`src/rtl/bsg_fifo_rolly_replay_ctrl.sv`:
```
// Replay sequencer for a rollback-capable FIFO: forwards entries, tracks uncommitted
// reads, turns consumer ack/nack into deq/roll, backs off after a roll, aborts on repeated failure.
module bsg_fifo_rolly_replay_ctrl #(
    parameter int els_p       = 8,
    parameter int max_retry_p = 3,
    parameter int retry_gap_p = 2,
    localparam int infl_w_lp  = $clog2(els_p + 1),
    localparam int retry_w_lp = $clog2(max_retry_p + 1),
    localparam int gap_w_lp   = (retry_gap_p > 0) ? $clog2(retry_gap_p + 1) : 1
) (
    input  logic                  clk_i,
    input  logic                  reset_n_i,
    input  logic                  fifo_v_i,
    output logic                  fifo_yumi_o,
    output logic                  fifo_deq_v_o,
    output logic                  fifo_roll_v_o,
    output logic                  fifo_clr_v_o,
    output logic                  v_o,
    input  logic                  ready_i,
    input  logic                  ack_v_i,
    input  logic                  nack_v_i,
    input  logic                  flush_i,
    output logic [infl_w_lp-1:0]  inflight_o,
    output logic [retry_w_lp-1:0] retry_cnt_o,
    output logic                  abort_o,
    output logic                  busy_o
);

    typedef enum logic [1:0] {
        st_run     = 2'd0,
        st_backoff = 2'd1,
        st_abort   = 2'd2
    } state_e;

    localparam logic [infl_w_lp-1:0]  els_lp       = infl_w_lp'(els_p);
    localparam logic [infl_w_lp-1:0]  infl_one_lp  = infl_w_lp'(1);
    localparam logic [retry_w_lp:0]   retry_lim_lp = (retry_w_lp + 1)'(max_retry_p);
    localparam logic [gap_w_lp-1:0]   gap_init_lp  = gap_w_lp'(retry_gap_p);
    localparam logic [gap_w_lp-1:0]   gap_one_lp   = gap_w_lp'(1);

    state_e                state_r, state_n_s;
    logic [infl_w_lp-1:0]  inflight_r, inflight_n_s;
    logic [retry_w_lp-1:0] retry_r, retry_n_s;
    logic [gap_w_lp-1:0]   gap_r, gap_n_s;

    logic                  v_s, yumi_s, deq_s, roll_s, abort_s;
    logic                  ack_eff_s, nack_eff_s;
    logic [infl_w_lp-1:0]  left_s;
    logic [retry_w_lp:0]   retry_inc_s;

    // Next-state and per-cycle strobe decode from current registers and consumer inputs.
    always_comb begin
        state_n_s    = state_r;
        inflight_n_s = inflight_r;
        retry_n_s    = retry_r;
        gap_n_s      = gap_r;
        v_s          = 1'b0;
        yumi_s       = 1'b0;
        deq_s        = 1'b0;
        roll_s       = 1'b0;
        abort_s      = 1'b0;
        ack_eff_s    = 1'b0;
        nack_eff_s   = 1'b0;
        left_s       = inflight_r;
        retry_inc_s  = {1'b0, retry_r} + {{retry_w_lp{1'b0}}, 1'b1};
        case (state_r)
            st_run: begin
                v_s        = fifo_v_i & (inflight_r < els_lp) & ~nack_v_i;
                yumi_s     = v_s & ready_i;
                ack_eff_s  = ack_v_i & (inflight_r != {infl_w_lp{1'b0}});
                left_s     = inflight_r - {{(infl_w_lp-1){1'b0}}, ack_eff_s};
                nack_eff_s = nack_v_i & (left_s != {infl_w_lp{1'b0}});
                deq_s      = ack_eff_s;
                if (nack_eff_s) begin
                    if (retry_inc_s < retry_lim_lp) begin
                        roll_s       = 1'b1;
                        inflight_n_s = {infl_w_lp{1'b0}};
                        retry_n_s    = retry_inc_s[retry_w_lp-1:0];
                        if (retry_gap_p != 0) begin
                            state_n_s = st_backoff;
                            gap_n_s   = gap_init_lp;
                        end else begin
                            state_n_s = st_run;
                        end
                    end else begin
                        // Too many replays of the head group: drop it rather than roll again.
                        abort_s      = 1'b1;
                        retry_n_s    = {retry_w_lp{1'b0}};
                        inflight_n_s = left_s;
                        state_n_s    = st_abort;
                    end
                end else begin
                    if (yumi_s && !ack_eff_s) begin
                        inflight_n_s = inflight_r + infl_one_lp;
                    end else if (ack_eff_s && !yumi_s) begin
                        inflight_n_s = inflight_r - infl_one_lp;
                    end else begin
                        inflight_n_s = inflight_r;
                    end
                    if (ack_eff_s) begin
                        retry_n_s = {retry_w_lp{1'b0}};
                    end else begin
                        retry_n_s = retry_r;
                    end
                end
            end
            st_backoff: begin
                gap_n_s = gap_r - gap_one_lp;
                if (gap_r <= gap_one_lp) begin
                    state_n_s = st_run;
                end else begin
                    state_n_s = st_backoff;
                end
            end
            st_abort: begin
                // Commit the failed entries one per cycle so the FIFO frees them for good.
                if (inflight_r != {infl_w_lp{1'b0}}) begin
                    deq_s        = 1'b1;
                    inflight_n_s = inflight_r - infl_one_lp;
                end else begin
                    inflight_n_s = inflight_r;
                end
                if (inflight_r <= infl_one_lp) begin
                    state_n_s = st_run;
                end else begin
                    state_n_s = st_abort;
                end
            end
            default: begin
                state_n_s    = st_run;
                inflight_n_s = {infl_w_lp{1'b0}};
                retry_n_s    = {retry_w_lp{1'b0}};
                gap_n_s      = {gap_w_lp{1'b0}};
            end
        endcase
    end

    // Sequencer state and counters.
    always_ff @(posedge clk_i or negedge reset_n_i) begin
        if (!reset_n_i) begin
            state_r    <= st_run;
            inflight_r <= {infl_w_lp{1'b0}};
            retry_r    <= {retry_w_lp{1'b0}};
            gap_r      <= {gap_w_lp{1'b0}};
        end else begin
            state_r    <= state_n_s;
            inflight_r <= inflight_n_s;
            retry_r    <= retry_n_s;
            gap_r      <= gap_n_s;
        end
    end

    // Strobes are forced low while reset is held so the FIFO sees nothing mid-reset.
    assign v_o           = v_s & reset_n_i;
    assign fifo_yumi_o   = yumi_s & reset_n_i;
    assign fifo_deq_v_o  = deq_s & reset_n_i;
    assign fifo_roll_v_o = roll_s & reset_n_i;
    assign fifo_clr_v_o  = flush_i & reset_n_i;
    assign abort_o       = abort_s & reset_n_i;
    assign busy_o        = (state_r != st_run) & reset_n_i;
    assign inflight_o    = inflight_r;
    assign retry_cnt_o   = retry_r;

endmodule
```
`config.mk`:
```
export PLATFORM = sky130hd
export DESIGN_NAME = bsg_fifo_rolly_replay_ctrl
export DESIGN_NICKNAME = d
export VERILOG_FILES = /design/src/rtl/bsg_fifo_rolly_replay_ctrl.sv
export SDC_FILE = /design/constraint.sdc
export NUM_CORES = 1
export LEC_CHECK = 0
export CAP_MARGIN = 10
export CORE_ASPECT_RATIO = 0.6
export CORE_MARGIN = 2
export CORE_UTILIZATION = 35
export DETAILED_ROUTE_END_ITERATION = 10
export GPL_TIMING_DRIVEN = 0
export PLACE_DENSITY_LB_ADDON = 0.2
export SLEW_MARGIN = 30
export SYNTH_ARGS = -nofsm -noshare
export SYNTH_HDL_FRONTEND = slang
export SYNTH_SLANG_ARGS = --single-unit
```
`constraint.sdc`:
```
create_clock -name clk_i -period 6.75 [get_ports clk_i]
set_input_delay 1.35 -clock clk_i [delete_from_list [all_inputs] [get_ports clk_i]]
set_output_delay 1.35 -clock clk_i [all_outputs]
set_load 0.02 [all_outputs]
```
==> summary.txt, run 1 <==
Status: completed
Vias in the first global route: 852
Clock skew: 0.00749 ns
Antenna Nets Post-Route: 0
DP Worst Slack: 1.56 ns
Power Dens Cells: 490 mW/mm^2
Crit path buf inv count: 4
Core ar.: 0.00283 sq mm
Vias: 1011
Row cnt: 15
Area grow syn2layout: 29.0%
H-Tree Depth: 1
Starting Density: 0.362
Proportion of layout cells with a drive suffix above 1: 0.133
GRT Overall Usage: 0.160
Setup-failing EPs final: 0
Placer Congestion: 0.935
Final count of pins violating max slew: 0
Nets: 161
Mapped Nets: 137
Seq/Total Area, Yosys: 0.244
Most common cell after layout, fill and taps aside: clkdlybuf4s50_1
Critical path arrival: 3.84 ns
Worst-margin pin slew: 0.589 ns
Prevailing post-synth register cell: dfrtp_1
DR WL/cell: 14.0 um
Post_cts resized: 0
MaxCap Viol Count: 0
DRT iter0 DRCs: 96
Fmax: 0.193 GHz
Max IR drop VDD: 0.183 mV
Slowest stage delay, CP: 0.63 ns
I/O Pins: 20
Clock-pin slew on the worst setup and hold paths: 0.04 ns
Routed WL: 2.60 mm
Clock root buffer: clkbuf_8
Async set-or-reset flop fraction in the synthesized netlist: 1.00
Die footprint: 0.00340 sq mm
CP Class: primary input to primary output
Port bufs: 19
Post-synth top area share: 0.244
CP most frequent cell: clkdlybuf4s50_1
Worst setup SP type: primary input
RSZ-0062 raised after global routing: no
Die H: 46.0 um
First drt pass iteration count: 4
Minimum clock period: 5.19 ns
Mean post-synth cell area: 8.56 sq um
Worst min path class: flip-flop to flip-flop
Via density: 5.46
TNS Setup: 0 ns
Post-route DRC: 0
# fillers: 265
YS warnings: 0
Largest net degree at the start of global routing: 15
TritonCTS clock tree: done
Synth area leader: dfrtp_1
Final setup margin: 1.56 ns
Total grt overflow: 0
Synth Register Bits: 10
Post-Syn Area: 0.00103 sq mm
Slowest-stage cell, CP: clkdlybuf4s50_1
Clock Path Buffers: 2
Slew margin rel.: 0.606
Lkg Pwr: 0.000561 uW
Area contributors post-synth: dfrtp_1 24%, ha_1 12%, nor2_1 5.1%
CTS buffer count: 3
Post-CTS setup buffer count: 0
Clk sink count: 10
CP Capture Type: primary output
Synth unique cells: 45
DIE WIDTH: 73.9 um
Initial antenna violation count: 0
Final hold vios: 0
Diodes inserted: 0
HPWL Detailed: 2.01 mm
Hold-fix buffers, CTS: 0
Cell family with most CP delay: buffers and inverters
WP data required: 5.40 ns
Final Cycle Share: 0.769
Worst Path Max Fanout: 10
CP cell instances: clkdlybuf4s50_1 -> nand2b_1 -> inv_2 -> ha_1 -> nor3b_2 -> xnor2_1 -> o21ai_2 -> buf_4 -> nor3_1 -> clkdlybuf4s50_1
Number of flops mapped to enable cells by yosys: 0
Most frequent cells in the layout: 19 x clkdlybuf4s50_1, 14 x nor2_1, 10 x inv_1, 10 x ha_1, 10 x dfrtp_1
Worst skew pair latency: 0.24 ns
Syn Inst Count: 120
First-pass GRT wire length: 4.07 mm
## per-stage QoR
step           cells  hold WS, ns   util  power (uW)  cell area, sq um
5_1_grt          185        0.566  0.468         701              1330
4_1_cts          185        0.527  0.468         648              1330
6_report         185        0.523  0.468         649              1330
3_5_place_dp     181        0.517  0.448         569              1270
3_3_place_gp     181        0.505  0.448         565              1270
2_1_floorplan    120        0.488      -         447              1030
## flip-flops by register name, indices dropped and copies added (netlist names)
register,count
inflight_o,4
retry_cnt_o,2
state_r,2
gap_r,2
## synthesized netlist by cell type (2+ instances only)
cell       instances
inv_1             10
buf_2              2
a22o_1             2
a21o_1             2
a22oi_1            3
ha_1              10
a31oi_1            2
and2_1             2
a221oi_2           2
o21ai_0            9
dfrtp_1           10
a21oi_1            3
nor2_1            14
nand2_1            4
nand3_1            5
xnor2_1            4
nor3_1             3
a2bb2oi_1          2
o21ai_2            2
nor3b_2            2
nor2b_1            2
buf_6              2
## cells by family after synthesis
kind of cell	count (synthesis)	synth area share
flops	10	0.244
buf+inv	16	0.0792
compound gates	38	0.284
fa+ha+maj	10	0.122
mux	1	0.0110
xor+xnor	4	0.0341
simple gates	41	0.227
## layout make-up
| cell class | instances | area [sq um] | share of cell area |
|---|---|---|---|
| tap | 42 | 52.6 | 0.0397 |
| inverter | 11 | 41.3 | 0.0312 |
| sequential | 10 | 250 | 0.189 |
| timing repair buffer | 19 | 190 | 0.144 |
| multi-input combinational | 94 | 696 | 0.525 |
| clock buffer | 4 | 55.1 | 0.0415 |
| buffer | 5 | 40.0 | 0.0302 |
## routing by layer
layer | share of wire | wire length, um | GRT usage | vias to the layer above
met2 | 0.39 | 1010 | 0.230 | 52
met5 | 0 | 0 | 0 | -
met4 | 0.010 | 27 | 0.0218 | 0
met3 | 0.095 | 247 | 0.0531 | 4
met1 | 0.50 | 1310 | 0.237 | 471
li1 | - | - | - | 484
## power breakdown
| group | internal [uW] | switching, uW | leakage [uW] |
|---|---|---|---|
| clock network | 51.3 | 23.6 | 0.0000288 |
| registers | 87.4 | 29.6 | 0.000128 |
| logic | 203 | 254 | 0.000405 |
## worst paths after layout
| check | from | endpoint | slack, ns | cells past startpoint |
|---|---|---|---|---|
| max | ack_v_i | fifo_roll_v_o | 1.56 | 10 |
| min | gap_r[0] | gap_r[0] | 0.52 | 1 |
| max reg2reg | inflight_o[1] | inflight_o[0] | 3.45 | 12 |
| min reg2reg | gap_r[0] | gap_r[0] | 0.52 | 1 |
| max in group asynchronous | reset_n_i | inflight_o[1] | 4.87 | 1 |
| min in group asynchronous | reset_n_i | inflight_o[2] | 1.49 | 1 |
No activity file was read; power rests on OpenSTA's default activity.
==> run 2, diff against run 1 <==
==> constraint.sdc (replaced) <==
create_clock -name clk_i -period 5.3 [get_ports clk_i]
set_input_delay 1.06 -clock clk_i [delete_from_list [all_inputs] [get_ports clk_i]]
set_output_delay 1.06 -clock clk_i [all_outputs]
set_load 0.02 [all_outputs]
==> results of run 2 <==
The final DEF is identical to that of run 1. Status: completed.
Main changes from that run: setup slack after placement 1.56 ns -> 0.691 ns; setup slack after layout 1.56 ns -> 0.599 ns; start point of the critical path ack_v_i -> inflight_o[1]; register-to-register setup slack 3.45 ns -> 2.00 ns; total power 649 uW -> 826 uW; worst IR drop on VDD 0.183 mV -> 0.233 mV
